File: src/rtl/stage_ex_pkg.sv
// stage_ex_pkg: opcodes, memory-op codes and the EX2MEM bus layout shared by
// the execute stage and the extract side in stage_mem.
package stage_ex_pkg;
    localparam int ALU_OPT_WIDTH = 5;
    localparam int MEM_OPT_WIDTH = 2;
    localparam int REGADDR_WIDTH = 5;

    localparam logic [ALU_OPT_WIDTH-1:0] ALU_ADD  = 5'd0;
    localparam logic [ALU_OPT_WIDTH-1:0] ALU_SUB  = 5'd1;
    localparam logic [ALU_OPT_WIDTH-1:0] ALU_AND  = 5'd2;
    localparam logic [ALU_OPT_WIDTH-1:0] ALU_OR   = 5'd3;
    localparam logic [ALU_OPT_WIDTH-1:0] ALU_XOR  = 5'd4;
    localparam logic [ALU_OPT_WIDTH-1:0] ALU_NOR  = 5'd5;
    localparam logic [ALU_OPT_WIDTH-1:0] ALU_SLL  = 5'd6;
    localparam logic [ALU_OPT_WIDTH-1:0] ALU_SRL  = 5'd7;
    localparam logic [ALU_OPT_WIDTH-1:0] ALU_SRA  = 5'd8;
    localparam logic [ALU_OPT_WIDTH-1:0] ALU_SLT  = 5'd9;
    localparam logic [ALU_OPT_WIDTH-1:0] ALU_SLTU = 5'd10;
    localparam logic [ALU_OPT_WIDTH-1:0] ALU_LUI  = 5'd11;
    localparam logic [ALU_OPT_WIDTH-1:0] ALU_MUL  = 5'd12;
    localparam logic [ALU_OPT_WIDTH-1:0] ALU_DIV  = 5'd13;
    localparam logic [ALU_OPT_WIDTH-1:0] ALU_DIVU = 5'd14;
    localparam logic [ALU_OPT_WIDTH-1:0] ALU_REM  = 5'd15;
    localparam logic [ALU_OPT_WIDTH-1:0] ALU_REMU = 5'd16;

    localparam logic [MEM_OPT_WIDTH-1:0] MEM_OPT_NONE  = 2'd0;
    localparam logic [MEM_OPT_WIDTH-1:0] MEM_OPT_READ  = 2'd1;
    localparam logic [MEM_OPT_WIDTH-1:0] MEM_OPT_WRITE = 2'd2;

    typedef struct packed {
        logic [REGADDR_WIDTH-1:0] wb_reg_addr;
        logic [31:0]              alu_result;
        logic [MEM_OPT_WIDTH-1:0] mem_opt;
        logic [31:0]              mem_addr;
    } ex2mem_t;

    localparam int EX2MEM_WIRE_WIDTH = $bits(ex2mem_t);
    localparam int EX2MEM_ADDR_LSB   = 0;
    localparam int EX2MEM_OPT_LSB    = 32;
    localparam int EX2MEM_ALU_LSB    = 32 + MEM_OPT_WIDTH;
    localparam int EX2MEM_WB_LSB     = 64 + MEM_OPT_WIDTH;

    typedef enum logic {ST_IDLE, ST_BUSY} ex_state_e;

    function automatic logic is_muldiv(input logic [ALU_OPT_WIDTH-1:0] op);
        return op inside {ALU_MUL, ALU_DIV, ALU_DIVU, ALU_REM, ALU_REMU};
    endfunction
endpackage

File: src/rtl/ex_muldiv.sv
// ex_muldiv: iterative shift-add multiplier / restoring divider retiring
// ITER_BITS bits per cycle, with signed magnitude pre/post-processing.
module ex_muldiv
    import stage_ex_pkg::*;
#(
    parameter int ITER_BITS = 1
) (
    input  logic                     clk,
    input  logic                     rst,
    input  logic                     i_start,
    input  logic [ALU_OPT_WIDTH-1:0] i_op,
    input  logic [31:0]              i_a,
    input  logic [31:0]              i_b,
    output logic                     o_done,
    output logic [31:0]              o_result
);
    localparam int ITER = 32 / ITER_BITS;
    localparam int CW = $clog2(ITER + 1);

    logic [CW-1:0]            r_cnt;
    logic [ALU_OPT_WIDTH-1:0] r_op;
    logic [31:0]              r_a, r_b, r_acc;
    logic                     r_neg_q, r_neg_r, r_dvz;
    logic                     w_sgn;
    logic [31:0]              w_a, w_b, w_acc;
    logic [32:0]              w_sh;

    assign w_sgn = i_op == ALU_DIV || i_op == ALU_REM;

    // r_a: multiplier / dividend shifting into quotient; r_b: multiplicand / divisor;
    // r_acc: product / partial remainder
    always_ff @(posedge clk or posedge rst) begin
        if (rst) begin
            r_cnt   <= '0;
            r_op    <= '0;
            r_a     <= '0;
            r_b     <= '0;
            r_acc   <= '0;
            r_neg_q <= 1'b0;
            r_neg_r <= 1'b0;
            r_dvz   <= 1'b0;
        end else if (i_start) begin
            r_cnt   <= CW'(ITER);
            r_op    <= i_op;
            r_a     <= (w_sgn && i_a[31]) ? -i_a : i_a;
            r_b     <= (w_sgn && i_b[31]) ? -i_b : i_b;
            r_acc   <= '0;
            r_neg_q <= w_sgn && (i_a[31] ^ i_b[31]);
            r_neg_r <= w_sgn && i_a[31];
            r_dvz   <= i_b == 32'd0;
        end else if (r_cnt != '0) begin
            r_cnt <= r_cnt - 1'b1;
            r_a   <= w_a;
            r_b   <= w_b;
            r_acc <= w_acc;
        end
    end

    always_comb begin
        w_a   = r_a;
        w_b   = r_b;
        w_acc = r_acc;
        w_sh  = '0;
        for (int i = 0; i < ITER_BITS; i++) begin
            if (r_op == ALU_MUL) begin
                w_acc = w_acc + (w_a[0] ? w_b : 32'd0);
                w_b   = w_b << 1;
                w_a   = w_a >> 1;
            end else begin
                w_sh  = {w_acc, w_a[31]};
                w_a   = {w_a[30:0], w_sh >= {1'b0, w_b}};
                w_acc = (w_sh >= {1'b0, w_b}) ? 32'(w_sh - {1'b0, w_b}) : w_sh[31:0];
            end
        end
    end

    // Result reflects the final iteration so the top can register it on the done edge
    assign o_done   = r_cnt == CW'(1);
    assign o_result = r_op == ALU_MUL ? w_acc :
                      (r_op == ALU_DIV || r_op == ALU_DIVU) ? (r_dvz ? '1 : r_neg_q ? -w_a : w_a) :
                      r_neg_r ? -w_acc : w_acc;
endmodule

File: src/rtl/stage_ex.sv
// stage_ex: execute stage; single-cycle inline ALU plus an iterative mul/div
// unit that holds the pipeline through set_stall, driving the EX2MEM bus.
module stage_ex
    import stage_ex_pkg::*;
#(
    parameter int ITER_BITS = 1
) (
    input  logic                         clk,
    input  logic                         rst,
    input  logic                         stall,
    input  logic [ALU_OPT_WIDTH-1:0]     alu_opt,
    input  logic [31:0]                  operand_a,
    input  logic [31:0]                  operand_b,
    input  logic [31:0]                  mem_offset,
    input  logic [MEM_OPT_WIDTH-1:0]     mem_opt_id2ex,
    input  logic [REGADDR_WIDTH-1:0]     wb_reg_addr_id2ex,
    output logic [EX2MEM_WIRE_WIDTH-1:0] interstage_ex2mem,
    output logic                         set_stall
);
    ex_state_e                r_state, w_state;
    ex2mem_t                  r_out;
    logic [REGADDR_WIDTH-1:0] r_wb_md;
    logic                     r_set_stall;
    logic                     w_accept, w_start, w_done;
    logic [31:0]              w_alu, w_md_result;

    ex_muldiv #(.ITER_BITS(ITER_BITS)) u_muldiv (
        .clk      (clk),
        .rst      (rst),
        .i_start  (w_start),
        .i_op     (alu_opt),
        .i_a      (operand_a),
        .i_b      (operand_b),
        .o_done   (w_done),
        .o_result (w_md_result)
    );

    always_comb begin
        w_alu = '0;
        case (alu_opt)
            ALU_ADD:  w_alu = operand_a + operand_b;
            ALU_SUB:  w_alu = operand_a - operand_b;
            ALU_AND:  w_alu = operand_a & operand_b;
            ALU_OR:   w_alu = operand_a | operand_b;
            ALU_XOR:  w_alu = operand_a ^ operand_b;
            ALU_NOR:  w_alu = ~(operand_a | operand_b);
            ALU_SLL:  w_alu = operand_a << operand_b[4:0];
            ALU_SRL:  w_alu = operand_a >> operand_b[4:0];
            ALU_SRA:  w_alu = $signed(operand_a) >>> operand_b[4:0];
            ALU_SLT:  w_alu = {31'd0, $signed(operand_a) < $signed(operand_b)};
            ALU_SLTU: w_alu = {31'd0, operand_a < operand_b};
            ALU_LUI:  w_alu = operand_b << 16;
            default:  w_alu = '0;
        endcase
    end

    always_comb begin
        w_state  = r_state;
        w_accept = r_state == ST_IDLE && !stall;
        w_start  = w_accept && is_muldiv(alu_opt);
        if (w_start)
            w_state = ST_BUSY;
        else if (r_state == ST_BUSY && w_done)
            w_state = ST_IDLE;
    end

    // Starting a mul/div leaves EX2MEM untouched; the result lands on the done edge
    always_ff @(posedge clk or posedge rst) begin
        if (rst) begin
            r_state     <= ST_IDLE;
            r_set_stall <= 1'b0;
            r_wb_md     <= '0;
            r_out       <= '0;
        end else begin
            r_state     <= w_state;
            r_set_stall <= w_state == ST_BUSY;
            if (w_start)
                r_wb_md <= wb_reg_addr_id2ex;
            if (w_accept && !w_start)
                r_out <= '{wb_reg_addr: wb_reg_addr_id2ex,
                           alu_result:  mem_opt_id2ex != MEM_OPT_NONE ? operand_b : w_alu,
                           mem_opt:     mem_opt_id2ex,
                           mem_addr:    operand_a + mem_offset};
            else if (r_state == ST_BUSY && w_done)
                r_out <= '{wb_reg_addr: r_wb_md, alu_result: w_md_result,
                           mem_opt: MEM_OPT_NONE, mem_addr: 32'd0};
        end
    end

    assign interstage_ex2mem = r_out;
    assign set_stall         = r_set_stall;
endmodule

File: config.mk
export PLATFORM = sky130hd
export DESIGN_NAME = stage_ex
export DESIGN_NICKNAME = d
export VERILOG_FILES = /design/src/rtl/stage_ex_pkg.sv /design/src/rtl/ex_muldiv.sv /design/src/rtl/stage_ex.sv
export SDC_FILE = /design/constraint.sdc
export NUM_CORES = 2
export LEC_CHECK = 0
export CAP_MARGIN = 20
export CORE_MARGIN = 3
export CORE_UTILIZATION = 58
export CTS_BUF_LIST = sky130_fd_sc_hd__clkbuf_8
export DETAILED_ROUTE_END_ITERATION = 7
export PLACE_DENSITY_LB_ADDON = 0.15
export REMOVE_ABC_BUFFERS = 1
export SYNTH_ARGS = -nofsm -noshare
export SYNTH_HDL_FRONTEND = slang
export SYNTH_SLANG_ARGS = --single-unit
File: constraint.sdc
create_clock -name clk -period 13.6 [get_ports clk]
set_input_delay 2.72 -clock clk [delete_from_list [all_inputs] [get_ports clk]]
set_output_delay 2.72 -clock clk [all_outputs]
set_load 0.1 [all_outputs]
==> implementation parameters <==
Parameter                              Value

Status
  Result of the run ... finished with violations
  Violations in the final reports ... DRC

Floorplan
  Total die area ... 0.0473 mm^2
  Rows ... 76
  Core area ... between 0.04 and 0.05 mm^2
  Overall die width ... around 220 um
  Initial Util ... 59.5%
  Die span in y ... 218 um
  Number of ports placed on the die boundary ... 183

Routing
  Drt first-iter violations ... 5,336
  Count of nets left with antenna violations after detail routing ... 0
  Detailed-route wire length per cell ... between 20 and 30 um
  Via density ... 7.25
  Overall via count from detail_route ... roughly 30k
  Aggregate routed wire length ... approximately 110 mm
  Number of detailed-route iterations in the first pass ... 8
  DR DRC count ... 20

Clocking
  Number of clock sinks ... 187
  Number of buffers inserted for hold repair after clock tree synthesis ... 0
  Clock slew seen by the registers of the worst setup and hold paths ... about 0.11 ns
  CTS resizes ... 0
  Clock tree from TritonCTS ... yes
  Worst-skew pair later-pin latency ... 0.62 ns
  Number of levels in the clock H-tree ... 4
  Clock tree root buffer cell ... sky130_fd_sc_hd__clkbuf_8
  Clock buffer count from CTS ... 17
  Count of buffers added by post-CTS timing repair for setup ... 0
  Maximum root-to-sink buffer count ... 2

Setup path
  Required time of the worst setup path ... 14.11 ns
  Critical path class ... primary input to flip-flop
  Arr. time, crit path ... 8.54 ns
  Cell with the largest stage delay on the worst path ... sky130_fd_sc_hd__a2111oi_0
  Crit path max fanout ... 38
  Type of element launching the critical path ... primary input
  Capturing element type of the critical path ... flip-flop
  Worst path max stage delay ... 0.97 ns
  Dominant cell type by count on the critical path ... sky130_fd_sc_hd__a21oi_1
  Crit-path cells ... buf_2, inv_2, ha_1, a21oi_1, o22ai_1, o41ai_1, o21a_1, nor3b_1, o31ai_1, a31oi_1, or2_2, a21oi_1, o21ai_0, a2111oi_0, o221ai_1, a41o_1

Timing
  Worst clock skew on the final layout ... 0.0211 ns
  Fin crit share ... 59.0%
  Final setup violation count ... 0
  Max-slew violations ... 0
  Transition at the pin with the smallest max-transition slack ... 1.13 ns
  Fmax ... approximately 120 MHz
  Shortest clock period the worst path allows after layout ... ~8 ns
  Final Hold Violating Endpoints ... 0
  Unrepaired setup endpoints after global routing ... false
  Setup_tns ... 0 ns
  Worst max-slew margin expressed relative to the limit ... 23.0%

Power
  Clock network fraction of total power ... 5.9%
  Combinational share of power ... 77.9%
  Internal power component ... ~2.8 mW
  Sw frac ... 60.1%
  Power Dens Cells ... 248 mW/mm^2
  Static power due to leakage ... 12.1 nW
  Switching Power ... 4.22 mW
  Sequential share of power ... around 16%
  Maximum VDD drop ... 0.280 mV

Placement
  Port Buffers ... 182
  Placer Congestion ... 1.09
  Placed cell count ... 4,173
  Estimated wirelength of the detail-placed design ... 85.1 mm
  Post-place instance area ... 0.0280 mm^2

Synth
  Synthesized-area fraction occupied by xor and xnor cells ... 6.11%
  Number of warnings issued by yosys ... 0
  Syn Std Cell Area ... 0.0260 mm^2
  Gate Count Post-Synth ... 3,603
  Predominant post-synthesis flop cell ... sky130_fd_sc_hd__dfrtp_1
  Post-synthesis average cell area ... 7.21 um^2
  Number of different library cells in the post-synthesis netlist ... 103
  Share of synthesized cell area in and, or, nand and nor gates ... 21.7%
  Dominant combinational cell family by area after synthesis ... compound AO/OA/AOI/OAI gates
  Share of the synthesized area in compound gates (AO/OA/AOI/OAI) ... about a third
  Fraction of registers with async set/reset ... between 90% and 100%
  Sequential share of the synthesized area ... 18.0%
  Adder-cell share of the synthesized area ... 9.88%
  Number of synthesized flops with an enable pin ... 0
  Multiplexer fraction of the synthesized cell area ... 5.74%
  Flip-flop and latch count after synthesis ... between 150 and 200

Global route
  Total track usage ... 46.8%
  GRT Residual Overflow ... 0
  Global Route met2 Usage ... 71.6%
  Largest net degree at the start of global routing ... 92
  Global route hottest layer ... met2
  Antenna violations before repair ... 2
  Wire length of the first global-routing pass ... 172 mm
  Via count of the first global-routing pass ... 28.9k
  Met1 Usage GRT ... 58.9%
  Met3 track demand over resource ... 12.0%

Run
  Count of max-cap constraint violations ... 0

Finish
  Number of nets in the layout ... about 3.9k
  Fraction of layout cells with a size suffix above 1 ... 5.75%
  Non-filler instance count after layout ... about 4.2k
  Synthesis-to-finish area growth ... 9.47%
  Most frequent standard cell in the layout excluding fill and tap cells ... sky130_fd_sc_hd__nand2_1
  Post-route cell area ... approximately 0.028 mm^2
  Commonest non-fill, non-tap cells in the layout ... sky130_fd_sc_hd__nand2_1 (407), sky130_fd_sc_hd__nor2_1 (359), sky130_fd_sc_hd__o21ai_0 (315), sky130_fd_sc_hd__a21oi_1 (293), sky130_fd_sc_hd__ha_1 (197)

Worst hold path
  Class of the tightest hold or removal check ... flip-flop to flip-flop
-- per-layer routing --
metal / wire length [um] / vias to the layer above
met3: 14300 / 598
met1: 41800 / 14200
met5: 19 / -
met2: 48700 / 2407
met4: 8800 / 2
li1: - / 13300
-- metrics by stage --
| stage | total power [mW] | worst slack [ns] | hold WS [ns] | util, % |
|---|---|---|---|---|
| 4_1_cts | 6.82 | 5.96 | 0.492 | 65.1 |
| 6_report | 7.04 | 5.57 | 0.489 | 65.1 |
| 5_1_grt | 7.46 | 5.34 | 0.516 | 65.1 |
| 3_3_place_gp | 6.23 | 5.46 | 0.453 | 64.2 |
| 2_1_floorplan | 4.94 | 4.85 | 0.441 | - |
| 3_5_place_dp | 6.39 | 5.36 | 0.468 | 64.2 |
-- Yosys cell counts, types with 80 or more instances --
cell,instances,share of area (%)
sky130_fd_sc_hd__nand2_1,409,5.9
sky130_fd_sc_hd__nor3_1,80,1.5
sky130_fd_sc_hd__nor2_1,364,5.3
sky130_fd_sc_hd__mux2i_1,86,3.3
sky130_fd_sc_hd__dfrtp_1,187,18
sky130_fd_sc_hd__clkbuf_1,216,3.1
sky130_fd_sc_hd__inv_1,168,2.4
sky130_fd_sc_hd__o21ai_0,315,6.1
sky130_fd_sc_hd__ha_1,197,9.5
sky130_fd_sc_hd__a21oi_1,293,5.6
sky130_fd_sc_hd__nand3_1,98,1.9
sky130_fd_sc_hd__xnor2_1,133,4.5
-- sequential cells by signal, summed over array words and instances, names as in the netlist --
| register | cells |
|---|---|
| u_muldiv.r_neg_q | 1 |
| r_wb_md | 5 |
| u_muldiv.r_a | 32 |
| u_muldiv.r_b | 32 |
| set_stall | 1 |
| u_muldiv.r_cnt | 6 |
| u_muldiv.r_acc | 32 |
| interstage_ex2mem | 71 |
| u_muldiv.r_op | 5 |
| u_muldiv.r_dvz | 1 |
| u_muldiv.r_neg_r | 1 |
-- worst paths after layout --
path	startpoint	to	slack [ns]	cells past startpoint
max in group asynchronous	rst	interstage_ex2mem[67]$_DFFE_PP0P_	8.93	4
min in group asynchronous	rst	u_muldiv.r_acc[7]$_DFFE_PP0P_	2.53	2
worst min-delay path	r_wb_md[2]$_DFFE_PP0P_	r_wb_md[2]$_DFFE_PP0P_	0.49	2
worst max-delay path	operand_b[1]	interstage_ex2mem[63]$_DFFE_PP0P_	5.57	16
worst max register to register	u_muldiv.r_acc[3]$_DFFE_PP0P_	interstage_ex2mem[58]$_DFFE_PP0P_	6.65	22
worst min register to register	r_wb_md[2]$_DFFE_PP0P_	r_wb_md[2]$_DFFE_PP0P_	0.49	2
-- cell families after synthesis --
logic type	count (synthesis)
flip-flops	187
multiplexers	117
buffers and inverters	429
XOR/XNOR	181
adder cells (fa/ha/maj)	202
AND/OR/NAND/NOR	1226
AO/OA/AOI/OAI	1261
-- worst max-delay path: cells and delay by family --
kind,cells,cell delay (ns)
fa+ha+maj,1,0.49
buf+inv,2,0.97
simple gates,2,0.45
compound gates,11,3.89
-- power groups by stage --
stage	registers [mW]	logic, mW	clock network, mW
5_1_grt	1.16	5.87	0.429
6_report	1.14	5.48	0.413
3_5_place_dp	1.13	5.26	0
3_3_place_gp	1.12	5.11	0
2_1_floorplan	1.75	3.19	0
4_1_cts	1.12	5.30	0.407
-- cell type report --
class,instances,area [um^2]
tap,585,732
timing repair buffer,242,2250
fill,3780,15200
inverter,172,653
clock buffer,17,234
antenna,1,2.50
multi-input combinational,2987,19700
sequential,187,4680
clock inverter,15,151
Power figures use the tool's default switching activity.
